$ cat config.mk
export PLATFORM = sky130hd
export DESIGN_NAME = column_carry_assembler
export DESIGN_NICKNAME = d
export VERILOG_FILES = /design/src/rtl/column_carry_assembler.sv
export SDC_FILE = /design/constraint.sdc
export NUM_CORES = 1
export LEC_CHECK = 0
export CORE_AREA = 3 3 146 148
export DETAILED_ROUTE_END_ITERATION = 7
export DIE_AREA = 0 0 149 151
export GPL_ROUTABILITY_DRIVEN = 1
export PLACE_DENSITY = 0.55
export SKIP_CTS_REPAIR_TIMING = 1
export SYNTH_ARGS = -nofsm -noshare
export SYNTH_HDL_FRONTEND = slang
export SYNTH_SLANG_ARGS = --single-unit
$ cat constraint.sdc
create_clock -name clk -period 3.7 [get_ports clk]
set_clock_uncertainty 0.15 [all_clocks]
set_input_delay 0.555 -clock clk [delete_from_list [all_inputs] [get_ports clk]]
set_output_delay 0.555 -clock clk [all_outputs]
set_load 0.01 [all_outputs]
$ cat src/rtl/column_carry_assembler.sv
`default_nettype none
// ============================================================================
// Module   : column_carry_assembler
// Purpose  : Accepts column sums LSW first, ripples inter-column carries and
//            streams normalized product words followed by one carry word.
// Revision : 1.0 - initial release
// ============================================================================
module column_carry_assembler #(
    parameter int WORD_W   = 80,
    parameter int NUM_COLS = 39,
    parameter int CNT_W    = 6
) (
    input  logic              clk,
    input  logic              rst,
    input  logic              en,
    input  logic              in_valid,
    output logic              in_ready,
    input  logic [WORD_W-2:0] col_mid,
    input  logic [1:0]        col_up,
    output logic              out_valid,
    input  logic              out_ready,
    output logic [WORD_W-1:0] out_data,
    output logic              out_last,
    output logic              busy,
    output logic              done
);

    typedef enum logic [1:0] {
        S_IDLE  = 2'd0,
        S_RUN   = 2'd1,
        S_FLUSH = 2'd2,
        S_DONE  = 2'd3
    } state_t;

    localparam logic [CNT_W-1:0] C_LAST_CNT = CNT_W'(NUM_COLS - 1);

    state_t            r_state;
    state_t            w_next_state;
    logic [1:0]        r_c;
    logic [CNT_W-1:0]  r_cnt;
    logic              r_out_valid;
    logic [WORD_W-1:0] r_out_data;
    logic              r_out_last;
    logic              r_done;

    logic              w_free;
    logic              w_accept;
    logic [WORD_W+1:0] w_sum;

    // Output register can take a new word when empty or being drained now.
    assign w_free   = !r_out_valid || out_ready;
    assign in_ready = (r_state == S_RUN) && w_free;
    assign w_accept = in_valid && in_ready;
    // The carry never exceeds 2, so the sum fits in WORD_W+2 bits.
    assign w_sum    = {1'b0, col_up, col_mid} + {{WORD_W{1'b0}}, r_c};

    assign out_valid = r_out_valid;
    assign out_data  = r_out_data;
    assign out_last  = r_out_last;
    assign done      = r_done;
    assign busy      = (r_state != S_IDLE);

    always_comb begin
        w_next_state = r_state;
        case (r_state)
            S_IDLE:  if (en) w_next_state = S_RUN;
            S_RUN:   if (w_accept && (r_cnt == C_LAST_CNT)) w_next_state = S_FLUSH;
            S_FLUSH: if (w_free) w_next_state = S_DONE;
            S_DONE:  if (r_out_valid && out_ready) w_next_state = S_IDLE;
            default: w_next_state = S_IDLE;
        endcase
    end

    always_ff @(posedge clk) begin
        if (rst) begin
            r_state     <= S_IDLE;
            r_c         <= 2'd0;
            r_cnt       <= '0;
            r_out_valid <= 1'b0;
            r_out_data  <= '0;
            r_out_last  <= 1'b0;
            r_done      <= 1'b0;
        end else begin
            r_state <= w_next_state;
            r_done  <= 1'b0;
            case (r_state)
                S_IDLE: begin
                    if (en) begin
                        r_c   <= 2'd0;
                        r_cnt <= '0;
                    end
                end
                S_RUN: begin
                    if (w_accept) begin
                        r_out_data  <= w_sum[WORD_W-1:0];
                        r_c         <= w_sum[WORD_W+1:WORD_W];
                        r_out_valid <= 1'b1;
                        r_out_last  <= 1'b0;
                        r_cnt       <= r_cnt + CNT_W'(1);
                    end else if (out_ready) begin
                        r_out_valid <= 1'b0;
                    end
                end
                S_FLUSH: begin
                    if (w_free) begin
                        r_out_data  <= {{(WORD_W-2){1'b0}}, r_c};
                        r_out_last  <= 1'b1;
                        r_out_valid <= 1'b1;
                        r_c         <= 2'd0;
                    end
                end
                S_DONE: begin
                    if (r_out_valid && out_ready) begin
                        r_out_valid <= 1'b0;
                        r_out_last  <= 1'b0;
                        r_done      <= 1'b1;
                    end
                end
                default: ;
            endcase
        end
    end

endmodule
`default_nettype wire

==> summary.txt, run 1 <==
Pins Over Slew Limit - 0
I/O Pins - 171
DRC Markers - 0
Detailed Route Iter0 Violations - 212
synth top area cells - dfxtp_1, xnor2_1, nand2_1, xor2_1, o21ai_1
CP Class - in2reg
htree depth - 3
Mapped Area - 4970 um2
vias in the first global route - 4976
CP cell instances - clkdlybuf4s50_1, ha_1, inv_1, fa_1, nor4_2, buf_4, nand4_1, nor4_1, xnor2_1, o21ai_1
Total GRT Usage - 15.4%
M3 GR Usage - 4.16%
DR vias/cell - 4.75
Rows - 52
via count - 5167
crit path capture type - register
sequential-to-total area share from yosys stat - 37.4%
WL final - 17500 um
CP Launch Type - input pin
Crit path required time - 3.77 ns
Internal Power - 2.56 mW
Leakage - 2.40 nW
TritonRoute pass-1 iters - 5
CP max FO - 7
Peak Freq - 314 MHz
P per Cell Area - 533 nW/um2
Setup TNS - 0 ns
sequential cell fraction of total power - 36.3%
starting density of the core - 24.7%
area leader, netlist - dfxtp_1
Critical Path AT - 3.25 ns
final period utilization - 86.0%
Slew @ Worst Pin - 1.07 ns
wire length per cell - 16.1 um
met1 usage - 20.3%
Synthesized Nets - 735
Synth Area in Adders - 2.92%
Core Area - 20200 um2
Crit path largest cell delay - 0.47 ns
Die ar. - 22500 um2
clock sinks - 93
hpwl dp - 13600 um
RSZ-0062 raised after global routing - no
final count of hold timing violations - 0
crit-path leading delay family - simple AND/OR/NAND/NOR gates
crit path max-delay cell type - clkdlybuf4s50_1
count leader, synth - nand2_1
Yosys cell types - 35
switching share of power - 34.9%
CTS tree - yes
mux contribution to synthesized area - 0.402%
ys async rst share - 0%
post-synthesis simple-gate area fraction - 29.8%
Post-Syn Area per Cell - 7.80 um2
Synth Register Bits - 93
synth cell count leaders - nand2_1, dfxtp_1, xnor2_1
Power Total - 3.93 mW
clock transition at the registers of the reported paths - 0.07 ns
Antenna diodes - 0
Final setup violation count - 0
clk root buf - clkbuf_16
clock power share - 24.7%
Fill cells - 2113
Net Sw Power - 1.37 mW
Post-Synthesis Cells - 638
share of layout cells above drive strength 1 - 4.90%
CP Buf/Inv Count - 3
Die Width - 149 um
Synth Area in Compound Gates - 11.6%
deepest clock path buffer count - 2
post-layout minimum cycle time - 3.18 ns
number of synthesized flops with an enable pin - 0
Post-Synth XOR/XNOR Area - 14.6%
initial antenna violation count - 0
post-route ant nets - 0
hold slack - 0.293 ns
clk_lat worst skew - 0.35 ns
top cell type's share of synthesized area - 37.4%
Area Overhead vs Synth - 48.4%
final net count - 909
Die H - 151 um
Synth Flop Type - dfxtp_1
cts bufs inserted - 9
largest net degree at the start of global routing - 64
Worst VDD drop - 0.242 mV
Comb pwr share - 39.0%
Ys Warns - 0
GRT busiest layer - met2
first-pass GRT wire length - 27100 um
Hold Path Class - reg2reg
grt ovf - 0
Final GP Congestion - 0.910
met2 GRT Util - 24.2%
Max Cap Viol - 0
Buffers on Ports - 170
largest family of logic cells by synthesized area - simple AND/OR/NAND/NOR gates
slew margin rel. - 28.6%
status - finished clean
-- layout by cell type (no fill, tap or decap), types with 2 or more instances in the layout --
master	Yosys	routed
nor4_4	2	2
nor4_1	23	22
and4_1	5	5
nor2_1	54	54
dfxtp_1	93	93
a211oi_1	4	4
buf_4	0	16
clkinv_2	0	2
xnor2_1	55	55
nand3_1	40	40
and3_1	7	7
and2_1	6	6
a21oi_1	12	11
nand2_1	101	101
clkdlybuf4s50_1	0	170
a21o_1	2	2
nand4_1	28	28
a22oi_1	14	14
xor2_1	28	28
nor4b_1	2	2
nand2b_1	5	5
mux2i_1	2	2
inv_1	18	18
o21ai_0	25	25
ha_1	10	10
clkbuf_16	0	9
o21ai_1	44	44
or3_1	3	2
nor3_1	23	23
clkinvlp_4	0	3
-- cell type report --
class | count | area [um2] | share of cell area [%]
multi-input cells | 503 | 2970 | 40.3
flip-flops and latches | 93 | 1860 | 25.2
repair buffers | 187 | 1840 | 24.9
well taps | 270 | 338 | 4.58
clock buffers | 10 | 239 | 3.24
inverters | 18 | 67.6 | 0.915
clock inverters | 6 | 62.6 | 0.847
-- power groups by stage --
stage	sequential, mW	clock [mW]	combinational, mW
floorplan	1.53	0	0.604
global placement	1.45	0	1.54
detailed placement	1.45	0	1.55
CTS	1.43	1.01	1.56
global route	1.46	1.04	1.69
finish	1.43	0.971	1.54
-- per-layer routing --
layer / up-vias / wire [um]
met3: 24 / 1340
li1: 2573 / -
met2: 191 / 7880
met4: 0 / 404
met1: 2379 / 7910
met5: - / 0
-- through the flow --
| step | instances | util (%) | worst slack [ns] | instance area [um2] |
|---|---|---|---|---|
| 5_1_grt | 1087 | 36.6 | 0.300 | 7380 |
| 3_3_place_gp | 1071 | 35.1 | 0.227 | 7080 |
| 6_report | 1087 | 36.6 | 0.518 | 7380 |
| 4_1_cts | 1087 | 36.6 | 0.541 | 7380 |
| 2_1_floorplan | 638 | - | 0.905 | 4970 |
| 3_5_place_dp | 1071 | 35.1 | 0.170 | 7080 |
-- state kept, by name, indices dropped and copies added (netlist names) --
name       count
r_cnt          6
out_last       1
done           1
out_data      80
r_c            2
r_state        2
out_valid      1
-- worst reg2reg max path: cells and delay by family (launching register included) --
kind                     cells  cell delay (ns)
AND/OR/NAND/NOR              3             1.11
adder cells (fa/ha/maj)      2             0.66
flip-flops                   1             0.39
buffers and inverters        2             0.24
XOR/XNOR                     1             0.17
AO/OA/AOI/OAI                1             0.07
-- cell families after synthesis --
| kind of cell | count (synthesis) |
|---|---|
| AO/OA/AOI/OAI | 104 |
| XOR/XNOR | 83 |
| adder cells (fa/ha/maj) | 11 |
| buffers and inverters | 42 |
| flip-flops | 93 |
| multiplexers | 2 |
| AND/OR/NAND/NOR | 303 |
-- final timing paths --
check             cells past startpoint           end  slack [ns]          from
hold reg to reg                       2  out_data[49]        0.29  out_data[49]
setup reg to reg                      9  out_data[64]        0.78        r_c[0]
hold / removal                        2  out_data[49]        0.29  out_data[49]
setup / recovery                     10  out_data[64]        0.52    col_mid[0]
Power figures use the tool's default switching activity.
==> run 2, diff against run 1 <==
Settings changed: CAP_MARGIN from default to 20, PLACE_DENSITY 0.55 to default.
==> summary.txt, run 2 (synthesized netlist as in run 1, its figures left out) <==
post-route ant nets - 0 (unchanged)
vias in the first global route - 4814 (was 4976)
Detailed Route Iter0 Violations - 326 (was 212)
commonest non-fill, non-tap cell in the layout - clkdlybuf4s50_1 (unchanged)
wire length per cell - 15.9 um (was 16.1 um)
share of layout cells above drive strength 1 - 4.43% (was 4.90%)
Peak Freq - 309 MHz (was 314 MHz)
DR vias/cell - 4.72 (was 4.75)
status - finished clean (unchanged)
Die H - 151 um (unchanged)
crit path capture type - register (unchanged)
Setup TNS - 0 ns (unchanged)
crit-path leading delay family - simple AND/OR/NAND/NOR gates (unchanged)
Critical Path AT - 3.31 ns (was 3.25 ns)
clock transition at the registers of the reported paths - 0.07 ns (about the same)
Die ar. - 22500 um2 (unchanged)
first-pass GRT wire length - 26400 um (was 27100 um)
Total GRT Usage - 15.0% (was 15.4%)
Crit. path cell count - 10 (unchanged)
CP cell instances - clkdlybuf4s50_1, ha_1, inv_1, fa_1, nor4_2, buf_4, nand4_1, nor4_1, xnor2_1, o21ai_1 (unchanged)
Final setup violation count - 0 (unchanged)
Final Core Density - 36.3% (was 36.6%)
deepest clock path buffer count - 2 (unchanged)
Rows - 52 (unchanged)
starting density of the core - 24.7% (unchanged)
clock sinks - 93 (unchanged)
Antenna diodes - 0 (unchanged)
Buffers on Ports - 170 (unchanged)
I/O Pins - 171 (unchanged)
clock power share - 23.3% (was 24.7%)
htree depth - 3 (unchanged)
final count of hold timing violations - 0 (unchanged)
Internal Power - 2.48 mW (was 2.56 mW)
TritonRoute pass-1 iters - 4 (was 5)
crit path max-delay cell type - clkdlybuf4s50_1 (unchanged)
grt ovf - 0 (unchanged)
Pins Over Slew Limit - 0 (unchanged)
CP Class - in2reg (unchanged)
Final GP Congestion - 0.855 (was 0.910)
final period utilization - 87.6% (was 86.0%)
WL final - 17200 um (was 17500 um)
Hold Path Stages - 2 (unchanged)
Max Cap Viol - 0 (unchanged)
hold slack - 0.292 ns (was 0.293 ns)
initial antenna violation count - 0 (unchanged)
final net count - 905 (was 909)
Hold Path Class - reg2reg (unchanged)
CP Buf/Inv Count - 3 (unchanged)
Leakage - 2.38 nW (was 2.40 nW)
slew margin rel. - 31.9% (was 28.6%)
cts bufs inserted - 9 (unchanged)
switching share of power - 35.5% (was 34.9%)
Slew @ Worst Pin - 1.02 ns (was 1.07 ns)
via count - 5114 (was 5167)
Net Sw Power - 1.37 mW (about the same)
CP max FO - 11 (was 7)
CTS tree - yes (unchanged)
hpwl dp - 13100 um (was 13600 um)
Crit path required time - 3.77 ns (about the same)
Crit path largest cell delay - 0.47 ns (about the same)
R2R cell count - 9 (unchanged)
post-layout minimum cycle time - 3.24 ns (was 3.18 ns)
Comb pwr share - 39.8% (was 39.0%)
Core Area - 20200 um2 (unchanged)
Largest register FFs - 80 (unchanged)
clk root buf - clkbuf_16 (unchanged)
P per Cell Area - 526 nW/um2 (was 533 nW/um2)
most frequent cells in the layout - clkdlybuf4s50_1, nand2_1, dfxtp_1, xnor2_1, nor2_1 (unchanged)
largest net degree at the start of global routing - 64 (unchanged)
clk_lat worst skew - 0.35 ns (about the same)
RSZ-0062 raised after global routing - no (unchanged)
Area Overhead vs Synth - 47.1% (was 48.4%)
sequential cell fraction of total power - 37.0% (was 36.3%)
Worst VDD drop - 0.226 mV (was 0.242 mV)
DRC Markers - 0 (unchanged)
CP Launch Type - input pin (unchanged)
FF-to-FF setup slack - 0.71 ns (was 0.78 ns)
Die Width - 149 um (unchanged)
## run 2: changes by cell type in the layout (fill, tap and decap cells not counted)
cell        before  now
clkinv_2         2    3
buf_4           16   13
clkinvlp_4       3    2
bufinv_16        1    0
buf_12           1    0
clkinv_4         0    1
## run 2: per-stage QoR
| stage | std cells | power [mW] | area [um2] | worst slack [ns] |
|---|---|---|---|---|
| final | 1083 | 3.85 | 7320 | 0.460 |
| after CTS | 1083 | 3.91 | 7320 | 0.425 |
| after detailed placement | 1067 | 2.99 | 7040 | 0.0718 |
| after global placement | 1067 | 2.98 | 7040 | 0.130 |
| after floorplan | 638 | 2.14 | 4970 | 0.905 |
| after global routing | 1083 | 4.10 | 7320 | 0.249 |
## run 2: path summary, 6_finish.rpt
kind,from,endpoint
worst max-delay path,col_mid[0],out_data[64]
worst min-delay path,out_data[73],out_data[73]
worst max register to register,r_c[0],out_data[64]
worst min register to register,out_data[73],out_data[73]
## run 2: layer usage
metal / vias up / wire, um / GRT usage, %
li1: 2565 / - / -
met1: 2359 / 7900 / 20.3
met2: 169 / 7570 / 23.1
met3: 21 / 1310 / 4.16
met4: 0 / 397 / 5.17
met5: - / 0 / 0
## run 2: area by class of cell
type | count | area (um2)
clock buffers | 10 | 239
clock inverters | 6 | 38.8
fillers | 2114 | 12900
inverters | 18 | 67.6
multi-input cells | 503 | 2970
flip-flops and latches | 93 | 1860
well taps | 270 | 338
repair buffers | 183 | 1800
## run 2: worst reg2reg max path, stage by stage, from the launching register on
cell     delay (ns)
dfxtp_1        0.40
ha_1           0.20
inv_1          0.06
fa_1           0.45
nor4_2         0.29
buf_4          0.23
nand4_1        0.37
nor4_1         0.46
xnor2_1        0.17
o21ai_1        0.08
## run 2: power groups by stage
stage	logic (mW)	clock network [mW]	registers (mW)
after detailed placement	1.55	0	1.44
final	1.53	0.896	1.42
after CTS	1.56	0.930	1.42
after global routing	1.68	0.971	1.45
after global placement	1.54	0	1.44
after floorplan	0.604	0	1.53
